## config.mk

```make
export PLATFORM = sky130hd
export DESIGN_NAME = cordic_rr_sched
export DESIGN_NICKNAME = d
export VERILOG_FILES = /design/src/rtl/cordic_pkg.sv /design/src/rtl/cordic_microrot.sv /design/src/rtl/cordic_rr_sched.sv
export SDC_FILE = /design/constraint.sdc
export NUM_CORES = 1
export LEC_CHECK = 0
export ABC_AREA = 1
export CAP_MARGIN = 10
export CORE_MARGIN = 5
export CORE_UTILIZATION = 46
export CTS_CLUSTER_DIAMETER = 40
export CTS_CLUSTER_SIZE = 30
export DETAILED_ROUTE_END_ITERATION = 7
export DONT_BUFFER_PORTS = 1
export PLACE_DENSITY = 0.7
export SYNTH_ARGS = -nofsm -noshare
export SYNTH_HDL_FRONTEND = slang
export SYNTH_HIERARCHICAL = 1
export SYNTH_SLANG_ARGS = --single-unit
```

## constraint.sdc

```tcl
create_clock -name clock -period 10.9 [get_ports clock]
set_clock_uncertainty 0.05 [all_clocks]
set_input_delay 0.545 -clock clock [delete_from_list [all_inputs] [get_ports clock]]
set_output_delay 0.545 -clock clock [all_outputs]
set_load 0.02 [all_outputs]
```

## src/rtl/cordic_pkg.sv

```systemverilog
// Shared types and constants for the folded CORDIC scheduler: FSM states, gain-compensated
// start amplitude and the arctangent table (angles scaled so 2^32 = 360 degrees).
package cordic_pkg;

  localparam int CORDIC_K = 19429;

  typedef enum logic [1:0] {
    IDLE = 2'd0,
    ITER = 2'd1,
    DONE = 2'd2
  } state_t;

  function automatic logic [31:0] atan_lookup(input logic [4:0] i);
    logic [31:0] a;
    case (i)
      5'd0:  a = 32'h2000_0000;
      5'd1:  a = 32'h12E4_051D;
      5'd2:  a = 32'h09FB_385B;
      5'd3:  a = 32'h0511_11D4;
      5'd4:  a = 32'h028B_0D43;
      5'd5:  a = 32'h0145_D7E1;
      5'd6:  a = 32'h00A2_F61E;
      5'd7:  a = 32'h0051_7C55;
      5'd8:  a = 32'h0028_BE53;
      5'd9:  a = 32'h0014_5F2F;
      5'd10: a = 32'h000A_2F98;
      5'd11: a = 32'h0005_17CC;
      5'd12: a = 32'h0002_8BE6;
      5'd13: a = 32'h0001_45F3;
      5'd14: a = 32'h0000_A2F9;
      5'd15: a = 32'h0000_517C;
      5'd16: a = 32'h0000_28BE;
      5'd17: a = 32'h0000_145F;
      5'd18: a = 32'h0000_0A2F;
      5'd19: a = 32'h0000_0517;
      5'd20: a = 32'h0000_028B;
      5'd21: a = 32'h0000_0145;
      5'd22: a = 32'h0000_00A2;
      5'd23: a = 32'h0000_0051;
      5'd24: a = 32'h0000_0028;
      5'd25: a = 32'h0000_0014;
      5'd26: a = 32'h0000_000A;
      5'd27: a = 32'h0000_0005;
      5'd28: a = 32'h0000_0002;
      5'd29: a = 32'h0000_0001;
      default: a = 32'h0000_0000;
    endcase
    return a;
  endfunction

endpackage

```

## src/rtl/cordic_microrot.sv

```systemverilog
// One combinational CORDIC micro-rotation; direction taken from the sign of the residual angle.
// Zero latency, no flow control; all shifts arithmetic, all sums wrap.
module cordic_microrot #(
  parameter int XW = 17,
  parameter int ZW = 32
) (
  input  logic signed [XW-1:0] x_in,
  input  logic signed [XW-1:0] y_in,
  input  logic signed [ZW-1:0] z_in,
  input  logic        [4:0]    shift,
  input  logic signed [ZW-1:0] atan,
  output logic signed [XW-1:0] x_out,
  output logic signed [XW-1:0] y_out,
  output logic signed [ZW-1:0] z_out
);

  logic signed [XW-1:0] x_sh;
  logic signed [XW-1:0] y_sh;

  assign x_sh = x_in >>> shift;
  assign y_sh = y_in >>> shift;

  always_comb begin
    if (z_in[ZW-1]) begin
      x_out = x_in + y_sh;
      y_out = y_in - x_sh;
      z_out = z_in + atan;
    end else begin
      x_out = x_in - y_sh;
      y_out = y_in + x_sh;
      z_out = z_in - atan;
    end
  end

endmodule

```

## src/rtl/cordic_rr_sched.sv

```systemverilog
// Round-robin share of one folded CORDIC engine; grant to rsp_valid is ITERS+1 cycles, stalls only in DONE.
// Optional CORDIC_SIN_OUT_EN adds the registered sine output rsp_sin.
module cordic_rr_sched
  import cordic_pkg::*;
#(
  parameter int  N_REQ = 4,
  parameter int  ITERS = 15,
  parameter int  XW    = 17,
  parameter int  ZW    = 32,
  localparam int ID_W  = $clog2(N_REQ)
) (
  input  logic                  clock,
  input  logic                  reset_n,
  input  logic [N_REQ-1:0]      req_valid,
  output logic [N_REQ-1:0]      req_ready,
  input  logic [N_REQ*ZW-1:0]   req_angle,
  output logic                  rsp_valid,
  input  logic                  rsp_ready,
  output logic [ID_W-1:0]       rsp_id,
  output logic signed [15:0]    rsp_cos,
`ifdef CORDIC_SIN_OUT_EN
  output logic signed [15:0]    rsp_sin,
`endif
  output logic                  busy
);

  state_t               state_q, state_d;
  logic signed [XW-1:0] x_q, x_d, y_q, y_d, x_nx, y_nx;
  logic signed [ZW-1:0] z_q, z_d, z_nx;
  logic [4:0]           iter_q, iter_d;
  logic [ID_W-1:0]      rr_ptr_q, rr_ptr_d, id_q, id_d, gnt_idx;
  logic signed [15:0]   cos_q, cos_d;
`ifdef CORDIC_SIN_OUT_EN
  logic signed [15:0]   sin_q, sin_d;
`endif
  logic                 gnt_vld;
  logic                 last_iter;
  logic [ZW-1:0]        angle_arr [N_REQ];
  logic [ZW-1:0]        gnt_angle;
  logic [ZW-1:0]        atan_i;

  for (genvar gi = 0; gi < N_REQ; gi++) begin : g_unpack
    assign angle_arr[gi] = req_angle[gi*ZW +: ZW];
  end

  // Descending scan so the candidate closest to rr_ptr is written last and wins.
  always_comb begin
    gnt_vld = 1'b0;
    gnt_idx = '0;
    for (int k = N_REQ - 1; k >= 0; k--) begin
      if (req_valid[ID_W'((int'(rr_ptr_q) + k) % N_REQ)]) begin
        gnt_vld = 1'b1;
        gnt_idx = ID_W'((int'(rr_ptr_q) + k) % N_REQ);
      end
    end
  end

  assign gnt_angle = angle_arr[gnt_idx];
  assign last_iter = (iter_q == 5'(ITERS - 1));
  assign atan_i    = ZW'(atan_lookup(iter_q) >> (32 - ZW));

  cordic_microrot #(.XW(XW), .ZW(ZW)) u_microrot (
    .x_in  (x_q),
    .y_in  (y_q),
    .z_in  (z_q),
    .shift (iter_q),
    .atan  (atan_i),
    .x_out (x_nx),
    .y_out (y_nx),
    .z_out (z_nx)
  );

  always_ff @(posedge clock or negedge reset_n) begin
    if (!reset_n) state_q <= IDLE;
    else          state_q <= state_d;
  end

  always_comb begin
    state_d = state_q;
    case (state_q)
      IDLE:    if (gnt_vld)   state_d = ITER;
      ITER:    if (last_iter) state_d = DONE;
      DONE:    if (rsp_ready) state_d = IDLE;
      default: state_d = IDLE;
    endcase
  end

  // reset_n gate keeps req_ready low while reset is held with requests pending.
  always_comb begin
    req_ready = '0;
    if (state_q == IDLE && gnt_vld && reset_n) req_ready[gnt_idx] = 1'b1;
    rsp_valid = (state_q == DONE);
    busy      = (state_q != IDLE);
  end

  always_comb begin
    x_d      = x_q;
    y_d      = y_q;
    z_d      = z_q;
    iter_d   = iter_q;
    rr_ptr_d = rr_ptr_q;
    id_d     = id_q;
    cos_d    = cos_q;
`ifdef CORDIC_SIN_OUT_EN
    sin_d    = sin_q;
`endif
    case (state_q)
      IDLE: begin
        if (gnt_vld) begin
          id_d     = gnt_idx;
          rr_ptr_d = ID_W'((int'(gnt_idx) + 1) % N_REQ);
          iter_d   = '0;
          // Fold the angle into +-90 deg so the rotation sequence converges.
          case (gnt_angle[ZW-1 -: 2])
            2'b01: begin
              x_d = '0;
              y_d = XW'(CORDIC_K);
              z_d = {2'b00, gnt_angle[ZW-3:0]};
            end
            2'b10: begin
              x_d = '0;
              y_d = -XW'(CORDIC_K);
              z_d = {2'b11, gnt_angle[ZW-3:0]};
            end
            default: begin
              x_d = XW'(CORDIC_K);
              y_d = '0;
              z_d = gnt_angle;
            end
          endcase
        end
      end
      ITER: begin
        x_d    = x_nx;
        y_d    = y_nx;
        z_d    = z_nx;
        iter_d = iter_q + 5'd1;
        if (last_iter) begin
          cos_d = x_nx[15:0];
`ifdef CORDIC_SIN_OUT_EN
          sin_d = y_nx[15:0];
`endif
        end
      end
      default: ;
    endcase
  end

  always_ff @(posedge clock or negedge reset_n) begin
    if (!reset_n) begin
      x_q      <= '0;
      y_q      <= '0;
      z_q      <= '0;
      iter_q   <= '0;
      rr_ptr_q <= '0;
      id_q     <= '0;
      cos_q    <= '0;
`ifdef CORDIC_SIN_OUT_EN
      sin_q    <= '0;
`endif
    end else begin
      x_q      <= x_d;
      y_q      <= y_d;
      z_q      <= z_d;
      iter_q   <= iter_d;
      rr_ptr_q <= rr_ptr_d;
      id_q     <= id_d;
      cos_q    <= cos_d;
`ifdef CORDIC_SIN_OUT_EN
      sin_q    <= sin_d;
`endif
    end
  end

  assign rsp_id  = id_q;
  assign rsp_cos = cos_q;
`ifdef CORDIC_SIN_OUT_EN
  assign rsp_sin = sin_q;
`endif

endmodule

```

* Word level (Yosys, flattened, before mapping)
Memories as Yosys holds them, arrays and structs flattened.
Index checks and enable logic that the tools add are counted.
W data, S select, Z words.
** Word-level totals
- Input port bits :: 135
- Register bits after elaboration :: 93
- Word-level logic and storage cells :: 93
- Memories kept :: 1
- ROM bits :: 960
- Output and inout port bits :: 24
** Memories
- (no name shown) :: words 32, bits a word 30, rd ports 1, clocked after memory_dff 0, wr ports 0, RTL line cordic_pkg.sv:15 : case (i)
** Operators by class
- Add/subtract/negate cells :: 11
- Bitwise logic cells :: 1
- Magnitude comparators :: 7
- Mux-type cells :: 44
- Shifts and indexed selects :: 2
- Equal/unequal tests :: 8
- Reduce and logical (&&, ||, !) cells :: 11
** Operators by type and width (count)
- $mux W32 :: 4
- $pmux W32 S2 :: 2
- $pmux W17 S2 :: 3
- $mux W17 :: 4
- $bmux W32 S2 :: 1
- $add A17 B17 Y17 :: 2
- $sshr A17 B5 Y17 :: 2
- $sub A17 B17 Y17 :: 2
- $add A32 B32 Y32 :: 1
- $sub A32 B32 Y32 :: 1
- $lt A2 B4 Y1 const B :: 4
- $mux W15 :: 1
- $mux W2 :: 7
- $mux W1 :: 13
- $pmux W5 S2 :: 1
- $bmux W1 S2 :: 4
- $pmux W2 S3 :: 1
- $reduce_and A2 Y1 :: 3
- $add A5 B1 Y5 const B :: 1
- $eq A5 B4 Y1 const B :: 1
- $mux W5 :: 1
- $add A2 B1 Y2 const B :: 2
- $add A2 B2 Y2 const B :: 2
- $eq A2 B1 Y1 const B :: 2
- other kinds (14) :: 19

* Longest topological paths before layout
Gate-level depths: netlist of run 1.
- Depth after elaboration :: 17
- Gate-level depth with buffers :: 34
- Mapped depth without buffers :: 33

* Modules after synthesis
Netlist of run 1, hierarchy kept.
** By module, submodules not included
- cordic_rr_sched :: area each 6545.0 µm², sequential area each 2327.2 µm², instances 1, cells an instance 999
- cordic_microrot :: area each 6338.6 µm², sequential area each 0.0 µm², instances 1, cells an instance 1159

* Worst setup path before layout of run 1
No wires, ideal clock.
- Path type :: register to register
- From :: reg iter_q[0]
- To :: reg z_q[29]
- Clock period less this slack :: 4.538 ns
- Cell stages (with the launch flop) :: 31
- Data arrival time :: 4.423 ns
- Setup time :: 0.065 ns
- Setup slack :: 6.362 ns
- Buffers on the path :: 1
- Path through :: dfrtp_1 clkbuf_1 inv_1 ha_1 nor3_1 a211o_1 o221ai_1 inv_1 ha_1 nand2_1 nor2_1 inv_1 nor2_1 inv_1 nor3_2 nand3_1 o21ai_0 xnor2_1 ha_1 nand2_1 nor4_1 nand3_1 nand3_1 a21o_1 nand2_1 nand2_1 xor2_1 nor2_1 nor2_1 nand2_1 nand2_1
** On the way
- Longest elaborated chain between the ends :: 4
** Ends and longest elaborated chain
- start: declaration :: RTL line cordic_rr_sched.sv:30 : logic [4:0] iter_q, iter_d;
- start signal: assignment :: RTL line cordic_rr_sched.sv:165 : iter_q <= iter_d;
- $mem_v2 Z32 W30 *
- net atan_i[1] :: RTL line cordic_rr_sched.sv:40 : logic [ZW-1:0] atan_i;
- $sub A32 B32 Y32 / $add A32 B32 Y32 (equally long branches) :: RTL line cordic_microrot.sv:31, cordic_microrot.sv:27
- $mux W32 * :: RTL line cordic_microrot.sv:24 : if (z_in[ZW-1]) begin
- net z_nx[29] :: RTL line cordic_rr_sched.sv:29 : logic signed [ZW-1:0] z_q, z_d, z_nx;
- $pmux W32 S2 * :: RTL line cordic_rr_sched.sv:107 : case (state_q)
- end signal: assignment :: RTL line cordic_rr_sched.sv:164 : z_q <= z_d;
- end: declaration :: RTL line cordic_rr_sched.sv:29
The timed path passes the listed nets; every way through them passes the cells marked *.
A chain may end at the register's enable or synchronous reset.

* Worst setup path after layout of run 1
Ends and elaborated chain as after synthesis.

==> flow_metrics.env, run 1 <==
export IMPL_status="finished clean"
export IMPL_r2r_slack_ns=4.96
export IMPL_numCtsBuffers=9
export IMPL_nets=2311
export IMPL_drive_gt1_share_pct=5.05
export IMPL_synth_seq_area_share_pct=18.1
export IMPL_grt_pass1_vias=12600
export IMPL_rows=61
export IMPL_cpMaxStageDelayCell="dfrtp_1"
export IMPL_reg2reg_depth=30
export IMPL_synth_cell_types=59
export IMPL_maxCapViolCount=0
export IMPL_dieArea_um2=31500
export IMPL_fillers=2929
export IMPL_required_ns=11.15
export IMPL_worst_setup_path_start_kind="flop"
export IMPL_cp_max_fo=26
export IMPL_core_um2=27700
export IMPL_die_height_um=177
export IMPL_ys_warn_count=6
export IMPL_die_x_um=177
export IMPL_cp_end_kind="flop"
export IMPL_cts_htree_levels=3
export IMPL_ctsHoldBuffers=1
export IMPL_cts_tree="built"
export IMPL_dr_pass1_iters=5
export IMPL_period_share_pct=54.5
export IMPL_antenna_cells=0
export IMPL_syn_inst=2158
export IMPL_rr_endpoint="z_q[29]$_DFFE_PN0P_"
export IMPL_grt_usage_pct=23.8
export IMPL_worst_pin_slew_ns=1.06
export IMPL_cts_resized=0
export IMPL_fin_tns_setup_ns=0
export IMPL_post_drt_wl_per_cell_um=15.4
export IMPL_layout_min_cycle_time_ns=5.94
export IMPL_finalSetupViolCount=0
export IMPL_path_common_cell="nand2_1"
export IMPL_crit_arrival_ns=6.19
export IMPL_ant_nets=0
export IMPL_rsz0062_at_grt="false"
export IMPL_drt_vias_per_instance=5.47
export IMPL_cts_root_buf="clkbuf_16"
export IMPL_numClockSinks=93
export IMPL_slowest_delay_ns=0.75
export IMPL_async_reset_ff_share_pct=100
export IMPL_synthesis_area_um2=12900
export IMPL_totalWireLength_um=38200
export IMPL_grt_max_degree=94
export IMPL_vias=13500
export IMPL_synth_edf_count=0
export IMPL_drt_initial_drc_count=1083
export IMPL_syn_avg_cell_area_um2=5.97
export IMPL_hold_violations=0
export IMPL_cts_setup_buffers=0
export IMPL_clockBufferDepth=2
export IMPL_fmax_ghz=0.168
export IMPL_ios=159
export IMPL_place_congestion=0.916
export IMPL_route_detailed_drc=0
export IMPL_clock_latency_ns=0.37
export IMPL_worstReg2RegStart="iter_q[0]$_DFFE_PN0P_"
export IMPL_initial_core_util_pct=46.5
export IMPL_antenna_found_initial=0
export IMPL_crit_type="flop to flop"
export IMPL_slew_violations=0
export IMPL_port_buffers=0
export IMPL_ys_ff_latch=93
export IMPL_ys_flop_type="dfrtp_1"
export IMPL_grt_pass1_wl_um=61700
export IMPL_min_path_type="primary input to asynchronous set/reset pin"
export IMPL_area_growth_pct=3.21
export IMPL_clkTransAtPathRegs_ns=0.07
export IMPL_hpwl_um=29100
export IMPL_slew_headroom_pct=29.3
export IMPL_grt_ovfl_total=0
[flip-flops by register name, summed over array words and instances (netlist names)]
signal / count
x_q: 17
y_q: 17
rsp_id: 2
rr_ptr_q: 2
z_q: 32
rsp_cos: 16
iter_q: 5
state_q: 2
[how the worst max path moves through the flow]
stage | startpoint | end | slack, ns | cells past startpoint
global route | iter_q[0]$_DFFE_PN0P_ | z_q[29]$_DFFE_PN0P_ | 4.36 | 30
floorplan | iter_q[0]$_DFFE_PN0P_ | z_q[29]$_DFFE_PN0P_ | 6.36 | 30
global placement | iter_q[0]$_DFFE_PN0P_ | z_q[29]$_DFFE_PN0P_ | 5.27 | 30
CTS | iter_q[0]$_DFFE_PN0P_ | z_q[29]$_DFFE_PN0P_ | 5.04 | 30
detailed placement | iter_q[0]$_DFFE_PN0P_ | z_q[29]$_DFFE_PN0P_ | 5.07 | 30
finish | iter_q[0]$_DFFE_PN0P_ | z_q[29]$_DFFE_PN0P_ | 4.96 | 30
[metal layers]
layer  vias to the layer above  routed length, um  track usage, %  part of all wire (%)
met5                         -                  0               0                     0
met4                         0               1020            7.41                   2.7
met3                        51               1630            2.77                   4.3
met2                       345              18400            41.2                    48
met1                      6305              17100            31.1                    45
li1                       6833                  -               -                     -
[cell families after synthesis]
group	Yosys count	share of synthesized area [%]
mux	10	0.864
compound gates	274	12.2
other cells	1	0.0291
flops	93	18.1
fa+ha+maj	83	8.24
xor+xnor	107	7.33
buf+inv	350	11.4
simple gates	1240	41.8
[area by class of cell]
cell class	instances	area (um^2)	area share [%]
repair buffers	14	125	0.941
flip-flops and latches	93	2330	17.5
clock inverters	5	60.1	0.452
clock buffers	11	233	1.75
inverters	257	967	7.27
multi-input cells	1718	9110	68.5
well taps	378	473	3.56
[cells in the final DEF, fill, tap and decap left out, types with 33 or more instances in the layout]
cell      instances
nand3b_1         33
nand3_1         282
a21oi_1         104
o21ai_0          79
xnor2_1          37
nor2_1          209
dfrtp_1          93
xor2_1           69
ha_1             80
inv_1           246
nand2_1         638
[metrics by stage]
| stage | cell area [um^2] | util, % | std cells | setup WS (ns) | hold slack, ns |
|---|---|---|---|---|---|
| floorplan | 12900 | - | 2161 | 6.36 | 0.199 |
| finish | 13300 | 48.0 | 2476 | 4.96 | 0.0641 |
| global placement | 13000 | 46.8 | 2459 | 5.27 | 0.206 |
| CTS | 13300 | 48.0 | 2476 | 5.04 | 0.0823 |
| detailed placement | 13000 | 46.8 | 2459 | 5.07 | 0.207 |
| global route | 13300 | 48.0 | 2476 | 4.36 | 0.111 |
[worst max-delay path, delay by kind of cell, from the launching register on]
family                     cells  cell delay, ns
and+or+nand+nor               16            2.41
buffers and inverters          5            0.86
adders and majority gates      3            0.84
DFF                            1            0.75
AOI/OAI and AO/OA              4            0.72
xor gates and xnor gates       2            0.25
[Yosys cell counts (all sizes together) (2+ instances only)]
library cell  number  area [um^2]
a211oi             3         22.5
a21boi             7         52.6
a21o               8         60.1
a21oi            107          554
a221oi             3         26.3
a31oi             13         81.3
buf               57          365
clkbuf            36          135
dfrtp             93         2330
fa                 3         60.1
ha                80         1000
inv              256          963
mux2               9          101
nand2            653         2490
nand3            293         1520
nand3b            33          248
nand4             12         75.1
nor2             227          923
nor3              14         85.1
nor4               4         25.0
o2111ai            3         26.3
o21ai            103          542
o21bai             6         45.0
o221ai             2         17.5
o22ai              5         31.3
o31ai              7         57.6
or2                4         25.0
xnor2             37          324
xor2              70          621
Power of run 1 is left out: the tool's default activity adds up to more than one toggle a clock period on the data nets, which glitch-free logic cannot reach.
==> inputs of run 2 (changes only) <==
--- a/config.mk
+++ b/config.mk
@@ -13,7 +13,7 @@
 export CTS_CLUSTER_SIZE = 30
 export DETAILED_ROUTE_END_ITERATION = 7
 export DONT_BUFFER_PORTS = 1
-export PLACE_DENSITY = 0.7
+export PLACE_DENSITY = 0.72
 export SYNTH_ARGS = -nofsm -noshare
 export SYNTH_HDL_FRONTEND = slang
 export SYNTH_HIERARCHICAL = 1
==> constraint.sdc (replaced) <==
create_clock -name clock -period 5 [get_ports clock]
set_clock_uncertainty 0.05 [all_clocks]
set_input_delay 0.25 -clock clock [delete_from_list [all_inputs] [get_ports clock]]
set_output_delay 0.25 -clock clock [all_outputs]
set_load 0.02 [all_outputs]
==> run 2 against run 1 <==
Against the previous run: global-route usage up 0.24 points; cell count up 2.8%; die area unchanged; worst setup slack worse by 4.6 ns; sequential cell count unchanged; critical path depth down 1; worst hold slack better by 0.082 ns; register-to-register slack worse by 4.6 ns; clock-buffer cell count up 1; sequential share of layout area down 0.81 points; via count up 2.1%; first-iteration DRC count up 1.5%; largest cell class unchanged.
==> flow_metrics.env, run 2 (synthesis results as in run 1) <==
export IMPL_path_common_cell="nand2_1"
export IMPL_hp_start="req_angle[104]"
export IMPL_worst_setup_path_start_kind="flop"
export IMPL_cp_max_fo=4
export IMPL_final_cell_mix="nand2_1 (638), nand3_1 (281), inv_1 (243)"
export IMPL_grt_ovfl_total=0
export IMPL_dr_pass1_iters=5
export IMPL_layout_min_cycle_time_ns=4.68
export IMPL_grt_usage_pct=24.1
export IMPL_drt_vias_per_instance=5.43
export IMPL_slew_violations=0
export IMPL_maxCapViolCount=0
export IMPL_crit_arrival_ns=4.88
export IMPL_hold_violations=0
export IMPL_nets=2380
export IMPL_clock_latency_ns=0.36
export IMPL_fin_cells=2545
export IMPL_clockBufferDepth=2
export IMPL_worstReg2RegStart="iter_q[0]$_DFFE_PN0P_"
export IMPL_antenna_found_initial=0
export IMPL_antenna_cells=0
export IMPL_die_x_um=177
export IMPL_rows=61
export IMPL_initial_core_util_pct=46.5
export IMPL_totalWireLength_um=38600
export IMPL_grt_pass1_vias=13000
export IMPL_grt_pass1_wl_um=62700
export IMPL_drt_initial_drc_count=1099
export IMPL_largestRegisters="z_q x32, x_q x17, y_q x17"
export IMPL_port_buffers=0
export IMPL_slew_headroom_pct=40.3
export IMPL_route_detailed_drc=0
export IMPL_fmax_ghz=0.214
export IMPL_core_um2=27700
export IMPL_post_drt_wl_per_cell_um=15.1
export IMPL_hold_slack_ns=0.146
export IMPL_finalSetupViolCount=0
export IMPL_numClockSinks=93
export IMPL_regMostFlops="z_q"
export IMPL_slowest_delay_ns=0.44
export IMPL_hpwl_um=30000
export IMPL_rsz0062_at_grt="true"
export IMPL_status="finished clean"
export IMPL_crit_type="flop to flop"
export IMPL_cts_tree="built"
export IMPL_area_growth_pct=8.25
export IMPL_numCtsBuffers=9
export IMPL_vias=13800
export IMPL_cts_htree_levels=3
export IMPL_hold_end="z_q[8]$_DFFE_PN0P_"
export IMPL_ant_nets=0
export IMPL_worst_pin_slew_ns=0.894
export IMPL_required_ns=5.20
export IMPL_utilization_pct=50.3
export IMPL_drive_gt1_share_pct=8.86
export IMPL_ios=159
export IMPL_reg2reg_depth=29
export IMPL_final_common_cell="nand2_1"
export IMPL_clkTransAtPathRegs_ns=0.07
export IMPL_cp_end_kind="flop"
export IMPL_period_share_pct=93.6
export IMPL_cpMaxStageDelayCell="dfrtp_2"
export IMPL_dp_cells=2518
export IMPL_grt_max_degree=94
export IMPL_fin_tns_setup_ns=0
export IMPL_r2r_slack_ns=0.32
export IMPL_rr_endpoint="z_q[28]$_DFFE_PN0P_"
export IMPL_min_path_type="primary input to flop"
export IMPL_hold_path_depth=6
export IMPL_die_height_um=177
export IMPL_largest_reg_flops=32
export IMPL_cts_root_buf="clkbuf_16"
export IMPL_dieArea_um2=31500
export IMPL_place_congestion=0.933
run 2: routing by layer:
layer,GRT usage (%),share of wire [%]
met1,30.7,44
met2,42.5,49
met3,2.64,4.6
met4,7.96,2.9
met5,0,0
run 2: worst max path at each step:
| stage | end | cells after the start | startpoint | slack (ns) |
|---|---|---|---|---|
| after floorplan | z_q[29]$_DFFE_PN0P_ | 30 | iter_q[0]$_DFFE_PN0P_ | 0.46 |
| after global placement | z_q[25]$_DFFE_PN0P_ | 28 | iter_q[1]$_DFFE_PN0P_ | 0.30 |
| after detailed placement | z_q[28]$_DFFE_PN0P_ | 28 | iter_q[1]$_DFFE_PN0P_ | 0.21 |
| after CTS | z_q[28]$_DFFE_PN0P_ | 28 | iter_q[1]$_DFFE_PN0P_ | 0.18 |
| after global routing | z_q[30]$_DFFE_PN0P_ | 32 | iter_q[0]$_DFFE_PN0P_ | -0.11 |
| final | z_q[28]$_DFFE_PN0P_ | 29 | iter_q[0]$_DFFE_PN0P_ | 0.32 |
run 2: final cells by class:
type                       instances  area [um^2]
clock buffer                      12          256
multi-input combinational       1718         9180
tap                              378          473
clock inverter                     4         30.0
timing repair buffer              83          704
fill                            2883        13800
inverter                         257          977
sequential                        93         2330
run 2: critical path: cells and delay by family, from the launching register on:
family	cells	cell delay [ns]
buffers and inverters	6	0.72
adder cells (fa/ha/maj)	3	0.80
AO/OA/AOI/OAI	5	0.90
XOR/XNOR	2	0.32
flip-flops	1	0.44
AND/OR/NAND/NOR	13	1.35
run 2: metrics by stage:
stage	setup WS, ns	area [um^2]
after global routing	-0.111	13900
after detailed placement	0.208	13400
final	0.322	13900
after floorplan	0.462	12900
after global placement	0.302	13400
after CTS	0.180	13800
run 2: timing repair:
| item | CTS | global route |
|---|---|---|
| gates resized for setup | 0 | 31 |
| setup endpoints to repair | 0 | 27 |
| buffers inserted | 0 | 8 |
| hold endpoints to repair | 94 | 0 |
| hold buffers | 3 | 0 |
Power of run 2 is left out for the same reason.
